==> config.mk <==
export PLATFORM = sky130hd
export DESIGN_NAME = mem_port_arbiter
export DESIGN_NICKNAME = d
export VERILOG_FILES = /design/src/rtl/cpu_types_pkg.sv /design/src/rtl/mem_port_arbiter_pick.sv /design/src/rtl/mem_port_arbiter.sv
export SDC_FILE = /design/constraint.sdc
export NUM_CORES = 1
export LEC_CHECK = 0
export CAP_MARGIN = 10
export CORE_AREA = 2 2 117 119
export DETAILED_ROUTE_END_ITERATION = 16
export DIE_AREA = 0 0 119 121
export MAX_ROUTING_LAYER = met4
export RECOVER_POWER = 50
export SETUP_SLACK_MARGIN = 0.3
export SYNTH_ARGS = -nofsm -noshare
export SYNTH_HDL_FRONTEND = slang
export SYNTH_HIERARCHICAL = 1
export SYNTH_SLANG_ARGS = --single-unit
export TNS_END_PERCENT = 20
==> constraint.sdc <==
create_clock -name CLK -period 2.42 [get_ports CLK]
set_clock_uncertainty 0.05 [all_clocks]
set_input_delay 0.363 -clock CLK [delete_from_list [all_inputs] [get_ports CLK]]
set_output_delay 0.363 -clock CLK [all_outputs]
set_load 0.05 [all_outputs]
==> src/rtl/cpu_types_pkg.sv <==
// Shared CPU-side types for the memory port arbiter.
//   ramstate_t  : status reported by the RAM model each cycle
//   grant_t     : which requester currently owns the RAM port
//   arb_state_t : arbiter FSM states
//   sat_inc32   : saturating increment used by the optional perf counters
package cpu_types_pkg;

  typedef enum logic [1:0] {
    FREE   = 2'd0,
    BUSY   = 2'd1,
    ACCESS = 2'd2,
    ERROR  = 2'd3
  } ramstate_t;

  typedef enum logic [1:0] {
    GNT_NONE = 2'd0,
    GNT_D    = 2'd1,
    GNT_I0   = 2'd2,
    GNT_I1   = 2'd3
  } grant_t;

  typedef enum logic {
    ARB   = 1'b0,
    GRANT = 1'b1
  } arb_state_t;

  function automatic logic [31:0] sat_inc32(input logic [31:0] v);
    return (&v) ? v : v + 32'd1;
  endfunction

endpackage

==> src/rtl/mem_port_arbiter_pick.sv <==
// Combinational owner selection for mem_port_arbiter.
// Ports:
//   d_req      : data port wants the RAM (read or write)
//   i_req[1:0] : fetch request per core
//   rr_ptr     : core that gets first refusal among the fetch ports
//   starve_cnt : consecutive data grants taken while a fetch was waiting
//   pick       : chosen owner, GNT_NONE when nobody is requesting
module arb_pick
  import cpu_types_pkg::*;
#(
  parameter int unsigned STARVE_LIMIT = 4
) (
  input  logic       d_req,
  input  logic [1:0] i_req,
  input  logic       rr_ptr,
  input  logic [3:0] starve_cnt,
  output grant_t     pick
);

  localparam logic [3:0] LIMIT = 4'(STARVE_LIMIT);

  logic i_turn;
  logic i_sel;

  always_comb begin
    pick   = GNT_NONE;
    // Fetch wins when data is idle, or once data has used up its run.
    i_turn = (|i_req) && (!d_req || (starve_cnt == LIMIT));
    i_sel  = i_req[rr_ptr] ? rr_ptr : ~rr_ptr;
    if (i_turn) begin
      pick = i_sel ? GNT_I1 : GNT_I0;
    end else if (d_req) begin
      pick = GNT_D;
    end
  end

endmodule

==> src/rtl/mem_port_arbiter.sv <==
// Shares one RAM port between the bus controller data port (d) and the
// instruction-fetch ports of core 0 and core 1 (i0, i1). Data has priority,
// fetches alternate round-robin, and a starvation counter forces a fetch
// through after STARVE_LIMIT back-to-back data grants.
// Ports:
//   CLK, RST            : clock, synchronous active-high reset
//   d_ren/d_wen/d_addr/d_store, d_wait/d_load : data requester
//   i_ren/i_addr, i_wait/i_load               : fetch requesters (per core)
//   ram_ren/ram_wen/ram_addr/ram_store, ram_load/ram_state : RAM side
// Build option: define ARB_PERF_EN to add perf_d_cnt, perf_i0_cnt,
// perf_i1_cnt (completed grants) and perf_stall_cnt (cycles with a waiting
// requester); all saturate and clear on RST.
module mem_port_arbiter
  import cpu_types_pkg::*;
#(
  parameter int unsigned WORD_W       = 32,
  parameter int unsigned ADDR_W       = 32,
  parameter int unsigned STARVE_LIMIT = 4
) (
  input  logic                   CLK,
  input  logic                   RST,
  input  logic                   d_ren,
  input  logic                   d_wen,
  input  logic [ADDR_W-1:0]      d_addr,
  input  logic [WORD_W-1:0]      d_store,
  output logic                   d_wait,
  output logic [WORD_W-1:0]      d_load,
  input  logic [1:0]             i_ren,
  input  logic [1:0][ADDR_W-1:0] i_addr,
  output logic [1:0]             i_wait,
  output logic [WORD_W-1:0]      i_load,
  output logic                   ram_ren,
  output logic                   ram_wen,
  output logic [ADDR_W-1:0]      ram_addr,
  output logic [WORD_W-1:0]      ram_store,
  input  logic [WORD_W-1:0]      ram_load,
  input  ramstate_t              ram_state
`ifdef ARB_PERF_EN
  ,
  output logic [31:0]            perf_d_cnt,
  output logic [31:0]            perf_i0_cnt,
  output logic [31:0]            perf_i1_cnt,
  output logic [31:0]            perf_stall_cnt
`endif
);

  localparam logic [3:0] LIMIT = 4'(STARVE_LIMIT);

  arb_state_t state, state_nxt;
  grant_t     owner, owner_nxt, pick;
  logic       rr_ptr, rr_nxt;
  logic [3:0] starve_cnt, starve_nxt;
  logic       d_req;
  logic       own_req;
  logic       done;

  assign d_req = d_ren | d_wen;

  arb_pick #(
    .STARVE_LIMIT(STARVE_LIMIT)
  ) u_pick (
    .d_req     (d_req),
    .i_req     (i_ren),
    .rr_ptr    (rr_ptr),
    .starve_cnt(starve_cnt),
    .pick      (pick)
  );

  always_ff @(posedge CLK) begin
    if (RST) begin
      state      <= ARB;
      owner      <= GNT_NONE;
      rr_ptr     <= 1'b0;
      starve_cnt <= 4'd0;
    end else begin
      state      <= state_nxt;
      owner      <= owner_nxt;
      rr_ptr     <= rr_nxt;
      starve_cnt <= starve_nxt;
    end
  end

  always_comb begin
    state_nxt  = state;
    owner_nxt  = owner;
    rr_nxt     = rr_ptr;
    starve_nxt = starve_cnt;
    ram_ren    = 1'b0;
    ram_wen    = 1'b0;
    ram_addr   = '0;
    ram_store  = '0;
    d_wait     = 1'b1;
    i_wait     = 2'b11;
    d_load     = '0;
    i_load     = '0;
    own_req    = 1'b0;
    done       = 1'b0;

    case (state)
      ARB: begin
        owner_nxt = pick;
        if (pick != GNT_NONE) state_nxt = GRANT;
      end

      GRANT: begin
        // Only the owner's inputs matter; a dropped request is an abort.
        case (owner)
          GNT_D:   own_req = d_req;
          GNT_I0:  own_req = i_ren[0];
          GNT_I1:  own_req = i_ren[1];
          default: own_req = 1'b0;
        endcase
        done = own_req && (ram_state == ACCESS);

        if (own_req) begin
          case (owner)
            GNT_D: begin
              ram_addr = d_addr;
              // Write wins when both enables are set; no read data returned.
              if (d_wen) begin
                ram_wen   = 1'b1;
                ram_store = d_store;
              end else begin
                ram_ren = 1'b1;
              end
              if (done) begin
                d_wait = 1'b0;
                if (!d_wen) d_load = ram_load;
              end
            end
            GNT_I0: begin
              ram_ren  = 1'b1;
              ram_addr = i_addr[0];
              if (done) begin
                i_wait[0] = 1'b0;
                i_load    = ram_load;
              end
            end
            GNT_I1: begin
              ram_ren  = 1'b1;
              ram_addr = i_addr[1];
              if (done) begin
                i_wait[1] = 1'b0;
                i_load    = ram_load;
              end
            end
            default: ;
          endcase
        end

        if (done) begin
          if (owner == GNT_D) begin
            if (|i_ren) starve_nxt = (starve_cnt == LIMIT) ? starve_cnt : starve_cnt + 4'd1;
            else        starve_nxt = 4'd0;
          end else begin
            starve_nxt = 4'd0;
            rr_nxt     = (owner == GNT_I0);
          end
        end

        if (!own_req || done) begin
          state_nxt = ARB;
          owner_nxt = GNT_NONE;
        end
      end

      default: begin
        state_nxt = ARB;
        owner_nxt = GNT_NONE;
      end
    endcase
  end

`ifdef ARB_PERF_EN
  logic stall;

  assign stall = (d_req & d_wait) | (|(i_ren & i_wait));

  always_ff @(posedge CLK) begin
    if (RST) begin
      perf_d_cnt     <= '0;
      perf_i0_cnt    <= '0;
      perf_i1_cnt    <= '0;
      perf_stall_cnt <= '0;
    end else begin
      if (done && owner == GNT_D)  perf_d_cnt  <= sat_inc32(perf_d_cnt);
      if (done && owner == GNT_I0) perf_i0_cnt <= sat_inc32(perf_i0_cnt);
      if (done && owner == GNT_I1) perf_i1_cnt <= sat_inc32(perf_i1_cnt);
      if (stall)                   perf_stall_cnt <= sat_inc32(perf_stall_cnt);
    end
  end
`endif

endmodule

==> results by group <==
Critical path
  – WP depth: 8
  – R2R Setup Slk: 530 ps
  – Critical path startpoint: owner[1]
  – R2R depth: 7
  – Critical path peak fanout: 8
  – Setup crit start kind: register
  – Top delay family on crit path: simple AND/OR/NAND/NOR gates
  – Top cell by count, worst path: buf_12
  – Buf/Inv on CP: 4
  – Crit path largest cell delay: approximately 360 ps
  – Reg-to-Reg Start: owner[1]
  – Critical Path, Cell by Cell: nor2b_4, or3_4, nor4_4, buf_4, buf_12, buf_16, and2_4, buf_12
  – CP Class: reg2out
  – R2r endpoint: starve_cnt[3]
  – CP max-delay cell: dfxtp_4
  – Crit path capture: d_load[31]
  – Worst EP arrival: 2050 ps
  – Worst Path Required: 2010 ps
  – Worst setup EP type: output port

Clocking
  – Worst-Skew Late Latency: 240 ps
  – Clock Path Buffers: 2
  – Clk sinks: 8
  – Inserted Clock Buffers: 3
  – H-tree Lvls: 1
  – Clock slew at reported path FFs: 40 ps
  – CTS Root Cell: clkbuf_16
  – CTS tree: yes

Place
  – Dpl cells: 766
  – Placed cell area: ~6700 um2
  – GPL Wtd Cong: 0.879
  – Setup WS pre-CTS: -191 ps
  – Number of I/O port buffers: 300
  – Dpl hpwl: approximately 11000 um

Synth
  – Post-synthesis cell area: 2040 um2
  – Synth Warn #: 6
  – Ys flop type: dfxtp_1
  – Cells after synthesis: 296
  – Asr flop ratio synth: 0%
  – Sequential area share after synthesis: 7.86%
  – Synth Net Count: 466
  – Average size of a mapped cell: between 6 and 7 um2
  – Netlist cell types: slightly above 40
  – Post-synth EDFFs: 0
  – Synthesized flop and latch total: 8

STA
  – Fin worst setup slack: -39.5 ps
  – Min Tclk post-route: between 2000 and 2500 ps
  – Pins Over Slew Limit: 0
  – Slew margin rel.: 77.2%
  – Tightest Pin Transition: roughly 340 ps
  – Final period utilization: 102%
  – Worst hold slack: ~420 ps
  – Final setup vio count: 32
  – FMAX: 407 MHz
  – Unrepaired setup endpoints after global routing: yes
  – Final hold violation count: 0
  – Fin Setup TNS: -966 ps

Layout
  – Area delta synth->final: 261%
  – Core Util, Final: 56.2%
  – Nets: between 700 and 800
  – Layout cells sized above 1: 49.6%
  – Cell area after layout: 7360 um2
  – FILL cells: 1095
  – Diode count: 0
  – Post-Layout Cell Count: 785

Route
  – Via Count: 3476
  – Iteration-0 DRC Markers: 97
  – DR pass1 iterations: 4
  – Detailed-route wire length per cell: roughly 18 um
  – Vias per Instance: 4.43
  – ANT nets after route: 0
  – Drt drc: 0
  – Routed wire length: around 14000 um

Floorplan
  – Core area: ~13000 um2
  – Die height: 121 um
  – # rows: 42
  – Die X: 119 um
  – Starting density of the core: between 10% and 20%
  – Die area: 14400 um2
  – I/O pin total: 301

Power and ir drop
  – Net switching power figure: about 0.39 mW
  – Flop pwr share: 11.8%
  – Clock share of power: approximately a quarter
  – Leak Pwr: approximately 2.8 nW
  – Combinational Power Share: 64.4%
  – Peak supply drop: between 0.15 and 0.2 mV
  – Switching fraction of total power: 33.1%
  – Internal: about 0.80 mW
  – P per Cell Area: roughly 160 nW/um2
  – Total power: 1.19 mW

Hold path
  – Hold WC Path Type: reg2reg

Flow run
  – Max_cap viols: 0

Global route
  – Largest net degree at the start of global routing: 35
  – Grt ovf: 0
  – Gr usage total: 17.9%
  – Initial antenna violation count: 0
  – Vias in the first global route: 3472
  – First-pass GRT wire length: 19800 um

Outcome
  – Run status: finished, violations left
  – Failing checks: negative setup slack
## cell type report
type,instances,area (um2),area share (%)
Clock buffer,3,75.1,1.02
Inverter,7,26.3,0.357
Multi-Input combinational cell,254,2080,28.3
Sequential cell,8,165,2.24
Tap cell,176,220,2.99
Timing Repair Buffer,337,4790,65.1
## cells in the mapped netlist (5+ instances only)
cell type / count / area (um2)
a21oi_1: 5 / 25.0
a22oi_1: 17 / 128
and2_1: 75 / 469
and2_2: 22 / 165
buf_2: 5 / 25.0
clkbuf_1: 15 / 56.3
dfxtp_1: 8 / 160
inv_1: 7 / 26.3
mux2_2: 17 / 191
mux2i_1: 15 / 150
nand2_1: 21 / 78.8
nor2_1: 23 / 86.3
o21ai_0: 17 / 85.1
## state kept, by name, summed over array words and instances, names as in the netlist
register,flops
starve_cnt,4
owner,2
rr_ptr,1
state,1
## power groups by stage
| stage | clock network, mW | registers, mW | logic (mW) |
|---|---|---|---|
| 3_3_place_gp | 0 | 0.142 | 0.699 |
| 4_1_cts | 0.287 | 0.141 | 0.731 |
| 6_report | 0.283 | 0.141 | 0.769 |
| 3_5_place_dp | 0 | 0.142 | 0.706 |
| 5_1_grt | 0.292 | 0.141 | 0.808 |
| 2_1_floorplan | 0 | 0.140 | 0.250 |
## kinds of logic (layout without fill, tap and decap cells)
group           count (synthesis)  after routing  share of synthesized area, %
mux                            32             32                          16.8
buf+inv                        34            347                          8.23
fa+ha+maj                       2              2                          1.23
compound gates                 53             53                          17.4
flops                           8              8                          7.86
simple gates                  167            167                          48.5
## timing repair
action	CTS	global route
gates cloned	3	1
pin swaps	23	45
setup endpoints to repair	133	132
buffers inserted	7	5
hold endpoints to repair	0	0
hold buffers	0	0
resized for setup	93	48
## routing by layer
layer	GRT usage [%]	vias up	wire, um	part of all wire (%)
met5	-	-	0	0
met4	3.72	0	206	1.5
met3	2.96	14	877	6.3
met2	34.2	186	7800	56
met1	19.6	1633	4970	36
li1	-	1643	-	-
## cell usage in the layout (no fill, tap or decap), drive strengths merged, types with 3 or more instances in the layout
cell type | netlist | layout
buf | 12 | 167
clkdlybuf4s50 | 0 | 163
and2 | 97 | 97
nor2 | 23 | 23
nand2 | 21 | 21
mux2 | 17 | 17
a22oi | 17 | 17
o21ai | 17 | 17
mux2i | 15 | 15
dfxtp | 8 | 8
inv | 7 | 7
clkbuf | 15 | 6
a21oi | 5 | 5
nor3 | 5 | 5
nand4 | 3 | 3
nand2b | 3 | 3
nor2b | 3 | 3
o31ai | 3 | 3
nor3b | 3 | 3
## worst reg2reg max path: cells and delay by family (launching register included)
kind                   cells  cell delay [ps]
AOI/OAI and AO/OA          3              810
and+or+nand+nor            1              130
DFF                        1              360
buffers and inverters      3              420
## how the worst min path moves through the flow
stage	startpoint	slack (ps)	cells past startpoint	to
after floorplan	rr_ptr	390	2	rr_ptr
after global placement	rr_ptr	400	2	rr_ptr
after detailed placement	rr_ptr	410	2	rr_ptr
after CTS	rr_ptr	410	2	rr_ptr
after global routing	rr_ptr	430	2	rr_ptr
final	rr_ptr	420	2	rr_ptr
Power figures use the tool's default switching activity.
